**src/rtl/matrix_feeder.sv**
```systemverilog
`default_nettype none
// ============================================================================
// Module   : matrix_feeder
// Brief    : Holds two NxN operand matrices and streams them row-major,
//            one A/B pair per clock with a valid strobe and an end-of-stream
//            done pulse.
// Revision : 1.0 - initial release
// ============================================================================
module matrix_feeder #(
    parameter int M = 2,
    parameter int W = 8
) (
    input  logic           clk,
    input  logic           reset,
    input  logic           wr_en,
    input  logic           wr_sel,
    input  logic [2*M-1:0] wr_addr,
    input  logic [W-1:0]   wr_data,
    input  logic           start,
    output logic [W-1:0]   A_out,
    output logic [W-1:0]   B_out,
    output logic           en_out,
    output logic           busy,
    output logic           done
);
    localparam int N  = 2**M;
    localparam int DEPTH = N * N;
    localparam int IW = 2*M + 1;

    localparam logic [IW-1:0] c_DEPTH    = IW'(DEPTH);
    localparam logic [IW-1:0] c_IDX_ONE  = IW'(1);
    localparam logic [0:0]    c_S_IDLE   = 1'b0;
    localparam logic [0:0]    c_S_STREAM = 1'b1;

    logic [W-1:0]   r_mem_a [DEPTH];
    logic [W-1:0]   r_mem_b [DEPTH];

    logic [0:0]     r_state, w_state_nxt;
    logic [IW-1:0]  r_idx,   w_idx_nxt;
    logic [W-1:0]   r_a,     w_a_nxt;
    logic [W-1:0]   r_b,     w_b_nxt;
    logic           r_en,    w_en_nxt;
    logic           r_busy,  w_busy_nxt;
    logic           r_done,  w_done_nxt;
    logic           w_wr_ok;
    logic [2*M-1:0] w_rd_addr;

    // Host writes only land while idle; a stream always sees a stable matrix.
    assign w_wr_ok   = (r_state == c_S_IDLE) && wr_en;
    assign w_rd_addr = r_idx[2*M-1:0];

    always_ff @(posedge clk or posedge reset) begin
        if (reset) begin
            for (int i = 0; i < DEPTH; i++) begin
                r_mem_a[i] <= '0;
                r_mem_b[i] <= '0;
            end
        end else if (w_wr_ok) begin
            if (wr_sel) r_mem_b[wr_addr] <= wr_data;
            else        r_mem_a[wr_addr] <= wr_data;
        end
    end

    always_ff @(posedge clk or posedge reset) begin
        if (reset) begin
            r_state <= c_S_IDLE;
            r_idx   <= '0;
            r_a     <= '0;
            r_b     <= '0;
            r_en    <= 1'b0;
            r_busy  <= 1'b0;
            r_done  <= 1'b0;
        end else begin
            r_state <= w_state_nxt;
            r_idx   <= w_idx_nxt;
            r_a     <= w_a_nxt;
            r_b     <= w_b_nxt;
            r_en    <= w_en_nxt;
            r_busy  <= w_busy_nxt;
            r_done  <= w_done_nxt;
        end
    end

    always_comb begin
        w_state_nxt = r_state;
        w_idx_nxt   = r_idx;
        w_a_nxt     = r_a;
        w_b_nxt     = r_b;
        w_en_nxt    = r_en;
        w_busy_nxt  = r_busy;
        w_done_nxt  = 1'b0;
        case (r_state)
            c_S_IDLE: begin
                // A write in the same cycle wins; the host must re-issue start.
                if (start && !wr_en) begin
                    w_a_nxt     = r_mem_a[0];
                    w_b_nxt     = r_mem_b[0];
                    w_idx_nxt   = c_IDX_ONE;
                    w_en_nxt    = 1'b1;
                    w_busy_nxt  = 1'b1;
                    w_state_nxt = c_S_STREAM;
                end
            end
            c_S_STREAM: begin
                if (r_idx < c_DEPTH) begin
                    w_a_nxt   = r_mem_a[w_rd_addr];
                    w_b_nxt   = r_mem_b[w_rd_addr];
                    w_idx_nxt = r_idx + c_IDX_ONE;
                end else begin
                    w_a_nxt     = '0;
                    w_b_nxt     = '0;
                    w_idx_nxt   = '0;
                    w_en_nxt    = 1'b0;
                    w_busy_nxt  = 1'b0;
                    w_done_nxt  = 1'b1;
                    w_state_nxt = c_S_IDLE;
                end
            end
            default: begin
                w_state_nxt = c_S_IDLE;
            end
        endcase
    end

    assign A_out  = r_a;
    assign B_out  = r_b;
    assign en_out = r_en;
    assign busy   = r_busy;
    assign done   = r_done;

endmodule
`default_nettype wire
```
**config.mk**
```make
export PLATFORM = sky130hd
export DESIGN_NAME = matrix_feeder
export DESIGN_NICKNAME = d
export VERILOG_FILES = /design/src/rtl/matrix_feeder.sv
export SDC_FILE = /design/constraint.sdc
export NUM_CORES = 1
export LEC_CHECK = 0
export ABC_AREA = 0
export BUFFER_PORTS_ARGS = -buffer_cell sky130_fd_sc_hd__clkbuf_2
export CORE_ASPECT_RATIO = 0.8
export CORE_MARGIN = 2
export CORE_UTILIZATION = 32
export CTS_CLUSTER_DIAMETER = 80
export DETAILED_ROUTE_END_ITERATION = 16
export SLEW_MARGIN = 20
export SYNTH_ARGS = -nofsm -noshare
export SYNTH_HDL_FRONTEND = slang
export SYNTH_SLANG_ARGS = --single-unit
export TNS_END_PERCENT = 100
```
**constraint.sdc**
```tcl
create_clock -name clk -period 25.9 [get_ports clk]
set_input_delay 2.59 -clock clk [delete_from_list [all_inputs] [get_ports clk]]
set_output_delay 2.59 -clock clk [all_outputs]
set_load 0.02 [all_outputs]
```
==> impl_metrics.sql, run 1 <==
INSERT INTO impl_metrics (metric_group, metric, value, unit) VALUES
('clock_network', 'clock_sink_count', '280', ''),
('hold_path', 'min-delay-start', 'r_mem_a[9]', ''),
('clock_network', 'clock_latency', '0.55', 'ns'),
('global_routing', 'grt_pass1_vias', '7290', ''),
('cells_and_area', 'final_cells', '1401', ''),
('clock_network', 'post_cts_buffers', '0', ''),
('sta', 'final_period_minus_worst_setup_slack', '4.686', 'ns'),
('detailed_routing', 'wl_per_cell', '21.79', 'µm'),
('worst_setup_path', 'worst_setup_start_kind', 'input pin', ''),
('worst_setup_path', 'timing.setup.critical_path_class', 'in -> async', ''),
('clock_network', 'clock_tree.buffer_depth', '3', ''),
('die', 'chipHeight', '182.8', 'µm'),
('sta', 'fin_tns_setup', '0', 'ns'),
('cells_and_area', 'area_growth', '12.73', '%'),
('die', 'die_x', '227.6', 'µm'),
('detailed_routing', 'avgViaCountPerCell', '5.081', ''),
('synthesis', 'sequential_to_total_area_share_from_yosys_stat', '0.5477', ''),
('sta', 'timing_hold_violations_final', '0', ''),
('global_routing', 'grtUsageTotal', '0.1521', ''),
('die', 'floorplan.rows', '65', ''),
('die', 'starting_density_of_the_core', '0.3243', ''),
('worst_setup_path', 'crit-reg2reg-launch', 'r_idx[0]', ''),
('detailed_routing', 'drt_first_iter_violations', '456', ''),
('die', 'ios', '36', ''),
('sta', 'fin_worst_skew', '0.01228', 'ns'),
('worst_setup_path', 'crit_path_max_fanout', '138', ''),
('synthesis', 'netlist_instances', '832', ''),
('synthesis', 'avgSynthCellArea', '15.38', 'µm²'),
('sta', 'final.hold.worst_slack', '0.5005', 'ns'),
('cells_and_area', 'design.final.nets', '861', ''),
('sta', 'timing.final.crit_share', '0.1809', ''),
('placed_design', 'port-buffer-count', '35', ''),
('flow_run', 'drv.max_cap_violation_count', '0', ''),
('worst_setup_path', 'arrival', '5.23', 'ns'),
('clock_network', 'cts.hold.buffers_added', '0', ''),
('placed_design', 'post-dp-hpwl', '18730', 'µm'),
('worst_setup_path', 'worstSetupStartpoint', 'reset', ''),
('global_routing', 'grt_first_pass_wirelength', '47570', 'µm'),
('global_routing', 'initial_antenna_violation_count', '1', ''),
('clock_network', 'clk_pin_slew_worst_paths', '0.06', 'ns'),
('sta', 'max_clock_freq', '213.4', 'MHz'),
('clock_network', 'cts_max_level', '1', ''),
('detailed_routing', 'detailedRoute.firstPassIterationCount', '4', ''),
('synthesis', 'synth_nets', '850', ''),
('global_routing', 'grt_start_max_net_pins', '139', ''),
('hold_path', 'hp-class', 'reg -> reg', ''),
('sta', 'finalMaxSlewViolations', '0', ''),
('cells_and_area', 'fillCellCount', '3781', ''),
('synthesis', 'synth_warnings', '0', ''),
('die', 'core_area', '0.03944', 'mm²'),
('synthesis', 'post_synth_design_cell_area', '0.01279', 'mm²'),
('cells_and_area', 'final_cell_mix', 'sky130_fd_sc_hd__dfrtp_1 (277), sky130_fd_sc_hd__mux2_2 (259), sky130_fd_sc_hd__mux4_2 (63), sky130_fd_sc_hd__mux2i_1 (37), sky130_fd_sc_hd__clkbuf_2 (35)', ''),
('detailed_routing', 'route.final.wire_length', '30530', 'µm'),
('worst_setup_path', 'critPathMostFrequentCell', 'sky130_fd_sc_hd__buf_4', ''),
('sta', 'headroom_to_the_max_slew_limit', '0.2252', ''),
('die', 'die-area', '0.04161', 'mm²'),
('worst_setup_path', 'timing.critical_path.slowest_cell_delay', '0.85', 'ns'),
('worst_setup_path', 'slowest_stage', 'sky130_fd_sc_hd__buf_4', ''),
('cells_and_area', 'layout.area.seq', '0.007015', 'mm²'),
('placed_design', 'placer_congestion_estimate', '0.7347', ''),
('worst_setup_path', 'crit_required', '26.44', 'ns'),
('detailed_routing', 'route.detailed.drc', '0', ''),
('cells_and_area', 'final_util', '0.3656', ''),
('global_routing', 'grt_overflow', '0', ''),
('worst_setup_path', 'path_cells', 'clkbuf_2 -> inv_8 -> buf_4 -> buf_4', ''),
('power', 'max-vdd-ir-drop', '0.03634', 'mV'),
('outcome', 'run_status', 'finished, final reports clean', ''),
('clock_network', 'cts-root-buf', 'sky130_fd_sc_hd__clkbuf_16', ''),
('synthesis', 'synth_top_area_frac', '0.5477', ''),
('cells_and_area', 'layout_commonest_cell', 'sky130_fd_sc_hd__dfrtp_1', ''),
('sta', 'max_slew.worst_pin.slew', '1.158', 'ns');
-- per-layer routing --
metal	wire length [µm]	GRT usage	part of all wire
met5	0	0	0
met4	371	0.02954	0.012
met3	1901	0.02371	0.062
met1	14770	0.2399	0.48
met2	13480	0.2199	0.44
-- state kept, by name (all words and copies together) (netlist names) --
| signal | cells |
|---|---|
| r_mem_b | 128 |
| A_out | 8 |
| busy | 1 |
| r_mem_a | 128 |
| r_idx | 5 |
| B_out | 8 |
| done | 1 |
| r_state | 1 |
-- stage by stage --
stage / cell area (µm²) / total power [mW] / worst slack (ns)
CTS: 14420 / 1.372 / 21.08
finish: 14420 / 1.355 / 21.21
detailed placement: 13450 / 0.9473 / 20.51
global placement: 13450 / 0.9393 / 20.54
floorplan: 12790 / 0.8417 / 15.59
global route: 14420 / 1.424 / 20.71
-- final cells by class --
type / instances / area share
inverters: 5 / 0.001822
multi-input cells: 485 / 0.3817
clock buffers: 44 / 0.06047
flip-flops and latches: 280 / 0.4864
well taps: 536 / 0.04650
repair buffers: 43 / 0.01631
clock inverters: 8 / 0.006767
-- worst paths after layout --
| path | endpoint | slack (ns) | cells past startpoint |
|---|---|---|---|
| min in group asynchronous | r_mem_a[2] | 2.26 | 2 |
| min reg2reg | r_mem_a[9] | 0.50 | 1 |
| max in group clk | r_mem_b[50] | 21.81 | 5 |
| max | B_out[5] | 21.21 | 4 |
| min | r_mem_a[9] | 0.50 | 1 |
| max reg2reg | B_out[1] | 22.86 | 5 |
-- worst max-delay path: cells and delay by family --
family / cells / cell delay, ns
buffers and inverters: 4 / 2.45
-- cell families (layout without fill, tap and decap cells) --
group,Yosys count,in the layout,share of synthesized area
AO/OA/AOI/OAI,46,46,0.02494
XOR/XNOR,1,1,0.0006847
adder cells (fa/ha/maj),1,1,0.0009778
buffers and inverters,67,100,0.02220
flip-flops,280,280,0.5477
multiplexers,359,359,0.3678
AND/OR/NAND/NOR,78,78,0.03570
-- Yosys cell counts, drive strengths merged --
cell type and count:
nor2 19, and3 2, inv 5, nand2 20
nand3b 3, a32oi 3, nor3 5, a2bb2oi 1
a22o 2, nor2b 4, nand2b 6, xor2 1
o21ai 17, o22a 11, or2 1, ha 1
a221o 1, o211ai 2, clkbuf 40, o32ai 1
o2bb2ai 1, mux4 63, buf 22, mux2i 37
dfrtp 280, a21oi 2, nand3 9, nor3b 5
or3 1, and2 1, o21bai 1, or3b 1
a31oi 1, o22ai 3, mux2 259, and3b 1
-- power breakdown --
group	leakage (nW)	internal (mW)	switching, mW	total (mW)
clock	0.482	0.251	0.170	0.421
combinational	2.43	0.172	0.161	0.334
sequential	3.79	0.522	0.0785	0.601
Power figures use the tool's default switching activity.
==> run 2, diff against run 1 <==
ABC_AREA = 1   (was 0)
clock period = 4.75 ns   (was 25.9 ns; I/O delays follow)
==> impl_metrics.sql, run 2 <==
INSERT INTO impl_metrics (metric_group, metric, value, unit) VALUES
('outcome', 'run_status', 'finished, final reports clean', ''),
('cells_and_area', 'design.final.nets', '1721', ''),
('detailed_routing', 'routed-wl-met3', '2554', 'µm'),
('die', 'starting_density_of_the_core', '0.3262', ''),
('detailed_routing', 'routed.top_layer', 'met4', ''),
('worst_setup_path', 'crit-reg2reg-launch', 'r_idx[0]', ''),
('clock_network', 'ctsResizeCount', '0', ''),
('sta', 'worst_setup_margin', '2.236', 'ns'),
('placed_design', 'placement.setup.worst_slack', '2.297', 'ns'),
('worst_setup_path', 'r2r_slack', '2.24', 'ns'),
('power', 'internal-power', '5.137', 'mW'),
('synthesis', 'synth_edf_count', '0', ''),
('worst_setup_path', 'timing.critical_path.slowest_cell_delay', '0.94', 'ns'),
('synthesis', 'synth_warnings', '0', ''),
('sta', 'setup_repair_after_global_routing_missed_its_margin', 'false', ''),
('synthesis', 'netlist_instances', '1734', ''),
('clock_network', 'clk_pin_slew_worst_paths', '0.06', 'ns'),
('clock_network', 'clock_latency', '0.56', 'ns'),
('die', 'chipHeight', '186.4', 'µm'),
('sta', 'headroom_to_the_max_slew_limit', '0.2942', ''),
('synthesis', 'synth_seq_cells', '280', ''),
('synthesis', 'synth_top_cells_by_count', 'sky130_fd_sc_hd__nand2_1 (564), sky130_fd_sc_hd__o21ai_0 (300), sky130_fd_sc_hd__dfrtp_1 (280)', ''),
('power', 'leakage', '6.982', 'nW'),
('global_routing', 'grt_pass1_vias', '10702', ''),
('worst_setup_path', 'crit-reg2reg-capture', 'A_out[5]', ''),
('synthesis', 'yosys.area.top_type', 'sky130_fd_sc_hd__dfrtp_1', ''),
('detailed_routing', 'route.layer.met1.wl', '18140', 'µm'),
('hold_path', 'hp-class', 'in -> async', ''),
('worst_setup_path', 'crit_path_max_fanout', '67', ''),
('placed_design', 'placer_congestion_estimate', '0.8403', ''),
('global_routing', 'grt_start_max_net_pins', '133', ''),
('clock_network', 'post_cts_buffers', '0', ''),
('global_routing', 'grt_overflow', '0', ''),
('sta', 'setup-violations-final', '0', ''),
('clock_network', 'cts-root-buf', 'sky130_fd_sc_hd__clkbuf_16', ''),
('placed_design', 'post-dp-hpwl', '22730', 'µm'),
('detailed_routing', 'avgViaCountPerCell', '4.911', ''),
('worst_setup_path', 'slowest_stage', 'sky130_fd_sc_hd__dfrtp_4', ''),
('die', 'ios', '36', ''),
('sta', 'timing.final.crit_share', '0.5293', ''),
('detailed_routing', 'met2_wirelength', '16090', 'µm'),
('flow_run', 'drv.max_cap_violation_count', '0', ''),
('worst_setup_path', 'path_cells', 'clkinv_2 -> buf_4 -> nand2_1 -> nand3_1 -> nand3_1 -> nand3_1 -> nand2_1 -> nand2_1 -> a21oi_1', ''),
('worst_setup_path', 'worst_setup_start_kind', 'flop', ''),
('die', 'core_area', '0.04079', 'mm²'),
('clock_network', 'clock_sink_count', '280', ''),
('worst_setup_path', 'worstSetupEndpointType', 'flop', ''),
('die', 'die_x', '232.0', 'µm'),
('detailed_routing', 'wl_per_cell', '16.63', 'µm'),
('synthesis', 'ys_top_cells_by_area', 'sky130_fd_sc_hd__dfrtp_1 (53%), sky130_fd_sc_hd__nand2_1 (16%), sky130_fd_sc_hd__o21ai_0 (11%)', ''),
('sta', 'max_slew.worst_pin.slew', '1.058', 'ns'),
('power', 'power_frac_clock', '0.264', ''),
('worst_setup_path', 'crit_required', '5.22', 'ns'),
('power', 'max-vdd-ir-drop', '0.3173', 'mV'),
('cells_and_area', 'area_growth', '10.67', '%'),
('global_routing', 'grtUsageTotal', '0.1773', ''),
('clock_network', 'clock_tree.buffer_depth', '3', ''),
('synthesis', 'ys.flop_type', 'sky130_fd_sc_hd__dfrtp_1', ''),
('worst_setup_path', 'timing.setup.critical_path_class', 'reg -> reg', ''),
('sta', 'fin_tns_setup', '0', 'ns'),
('synthesis', 'synthDistinctLibCells', '28', ''),
('sta', 'final_period_minus_worst_setup_slack', '2.514', 'ns'),
('worst_setup_path', 'cp_top_family', 'flip-flops', ''),
('detailed_routing', 'detailedRoute.firstPassIterationCount', '5', ''),
('synthesis', 'sequential_to_total_area_share_from_yosys_stat', '0.5266', ''),
('clock_network', 'cts.hold.buffers_added', '0', ''),
('placed_design', 'port-buffer-count', '35', ''),
('detailed_routing', 'ant_nets', '0', ''),
('detailed_routing', 'route.final.wire_length', '37700', 'µm'),
('global_routing', 'initial_antenna_violation_count', '1', ''),
('sta', 'timing_hold_violations_final', '0', ''),
('sta', 'fin_worst_skew', '0.01867', 'ns'),
('worst_setup_path', 'crit_buf_inv', '2', ''),
('sta', 'max_clock_freq', '397.8', 'MHz'),
('cells_and_area', 'largest_registers', 'r_mem_a: 128 flops, r_mem_b: 128 flops', ''),
('synthesis', 'yosys.cell_count.top_type', 'sky130_fd_sc_hd__nand2_1', ''),
('power', 'switchingPower', '3.358', 'mW'),
('power', 'combinationalPowerShare', '0.340', ''),
('cells_and_area', 'final_cell_mix', 'sky130_fd_sc_hd__nand2_1 (564), sky130_fd_sc_hd__o21ai_0 (300), sky130_fd_sc_hd__dfrtp_1 (278), sky130_fd_sc_hd__inv_1 (164), sky130_fd_sc_hd__nand3_1 (144)', ''),
('power', 'power_per_cell_area', '576.8', 'mW/mm²'),
('synthesis', 'avgSynthCellArea', '7.674', 'µm²'),
('worst_setup_path', 'arrival', '2.98', 'ns'),
('power', 'p_seq_frac', '0.395', ''),
('die', 'floorplan.rows', '66', ''),
('synthesis', 'asyncSetResetFlopFracSynth', '1.000', ''),
('worst_setup_path', 'timing.reg2reg.worst_path_depth', '9', ''),
('clock_network', 'cts_max_level', '1', ''),
('cells_and_area', 'layout_commonest_cell', 'sky130_fd_sc_hd__nand2_1', ''),
('detailed_routing', 'vias', '11134', ''),
('die', 'die-area', '0.04324', 'mm²'),
('synthesis', 'synth_nets', '1752', ''),
('power', 'sw_frac_of_total', '0.3953', ''),
('cells_and_area', 'fillCellCount', '4346', ''),
('detailed_routing', 'route.detailed.drc', '0', ''),
('synthesis', 'synth_top_area_frac', '0.5266', ''),
('synthesis', 'post_synth_design_cell_area', '0.01331', 'mm²'),
('clock_network', 'tritoncts', 'built', ''),
('sta', 'finalMaxSlewViolations', '0', ''),
('clock_network', 'tritoncts.num_buffers', '29', ''),
('global_routing', 'grt_first_pass_wirelength', '61170', 'µm'),
('cells_and_area', 'drive_above_1_share', '0.07554', ''),
('detailed_routing', 'drt_first_iter_violations', '1192', '');
## run 2: cell type report
class / instances / area [µm²] / area share
flip-flops and latches: 280 / 7012 / 0.4761
multi-input cells: 1169 / 5140 / 0.3490
clock buffers: 44 / 862.1 / 0.05854
well taps: 544 / 680.7 / 0.04622
inverters: 172 / 650.6 / 0.04418
repair buffers: 51 / 320.3 / 0.02175
clock inverters: 5 / 56.30 / 0.003823
diodes: 2 / 5.005 / 0.0003398
## run 2: power by group through the flow
stage                     clock network [mW]  logic (mW)  registers [mW]
after CTS                               2.30        2.90            3.35
after global routing                    2.39        3.31            3.43
after global placement                     0        2.85            3.38
after floorplan                            0        2.15            3.25
after detailed placement                   0        2.88            3.39
final                                   2.25        2.89            3.36
## run 2: worst max path at each step
stage,from,end,slack [ns],depth (start not counted)
floorplan,reset,A_out[0],0.57,1
global placement,r_idx[0],A_out[1],2.33,10
detailed placement,r_idx[2],A_out[1],2.30,5
CTS,r_idx[0],A_out[5],2.26,9
global route,r_idx[2],B_out[2],2.04,5
finish,r_idx[0],A_out[5],2.24,9
## run 2: per-stage QoR
| stage | instances | util | cell area [µm²] | hold slack (ns) | total power [mW] |
|---|---|---|---|---|---|
| after detailed placement | 2216 | 0.3382 | 13800 | 0.4678 | 6.271 |
| final | 2267 | 0.3610 | 14730 | 0.09403 | 8.495 |
| after CTS | 2265 | 0.3607 | 14720 | 0.1104 | 8.545 |
| after global placement | 2216 | 0.3382 | 13800 | 0.4618 | 6.226 |
| after global routing | 2266 | 0.3609 | 14720 | 0.1465 | 9.124 |
| after floorplan | 1734 | - | 13310 | 0.4451 | 5.402 |
## run 2: logic make-up (layout without fill, tap and decap cells)
logic type	Yosys count	count (layout)	share of synthesized area
buffers and inverters	285	272	0.08763
DFF	280	280	0.5266
AOI/OAI and AO/OA	342	342	0.1313
other	0	2	0
and+or+nand+nor	826	826	0.2536
adders and majority gates	1	1	0.0009401
## run 2: per-layer routing
| layer | GRT usage | vias to the layer above |
|---|---|---|
| met2 | 0.2657 | 302 |
| met1 | 0.2605 | 5349 |
| met4 | 0.04610 | 0 |
| met5 | 0 | - |
| li1 | - | 5420 |
| met3 | 0.03530 | 63 |
## run 2: tightest hold or removal path: stages
cell	delay (ns)
sky130_fd_sc_hd__clkbuf_2	0.10
sky130_fd_sc_hd__clkinvlp_4	0.12
sky130_fd_sc_hd__buf_12	0.38
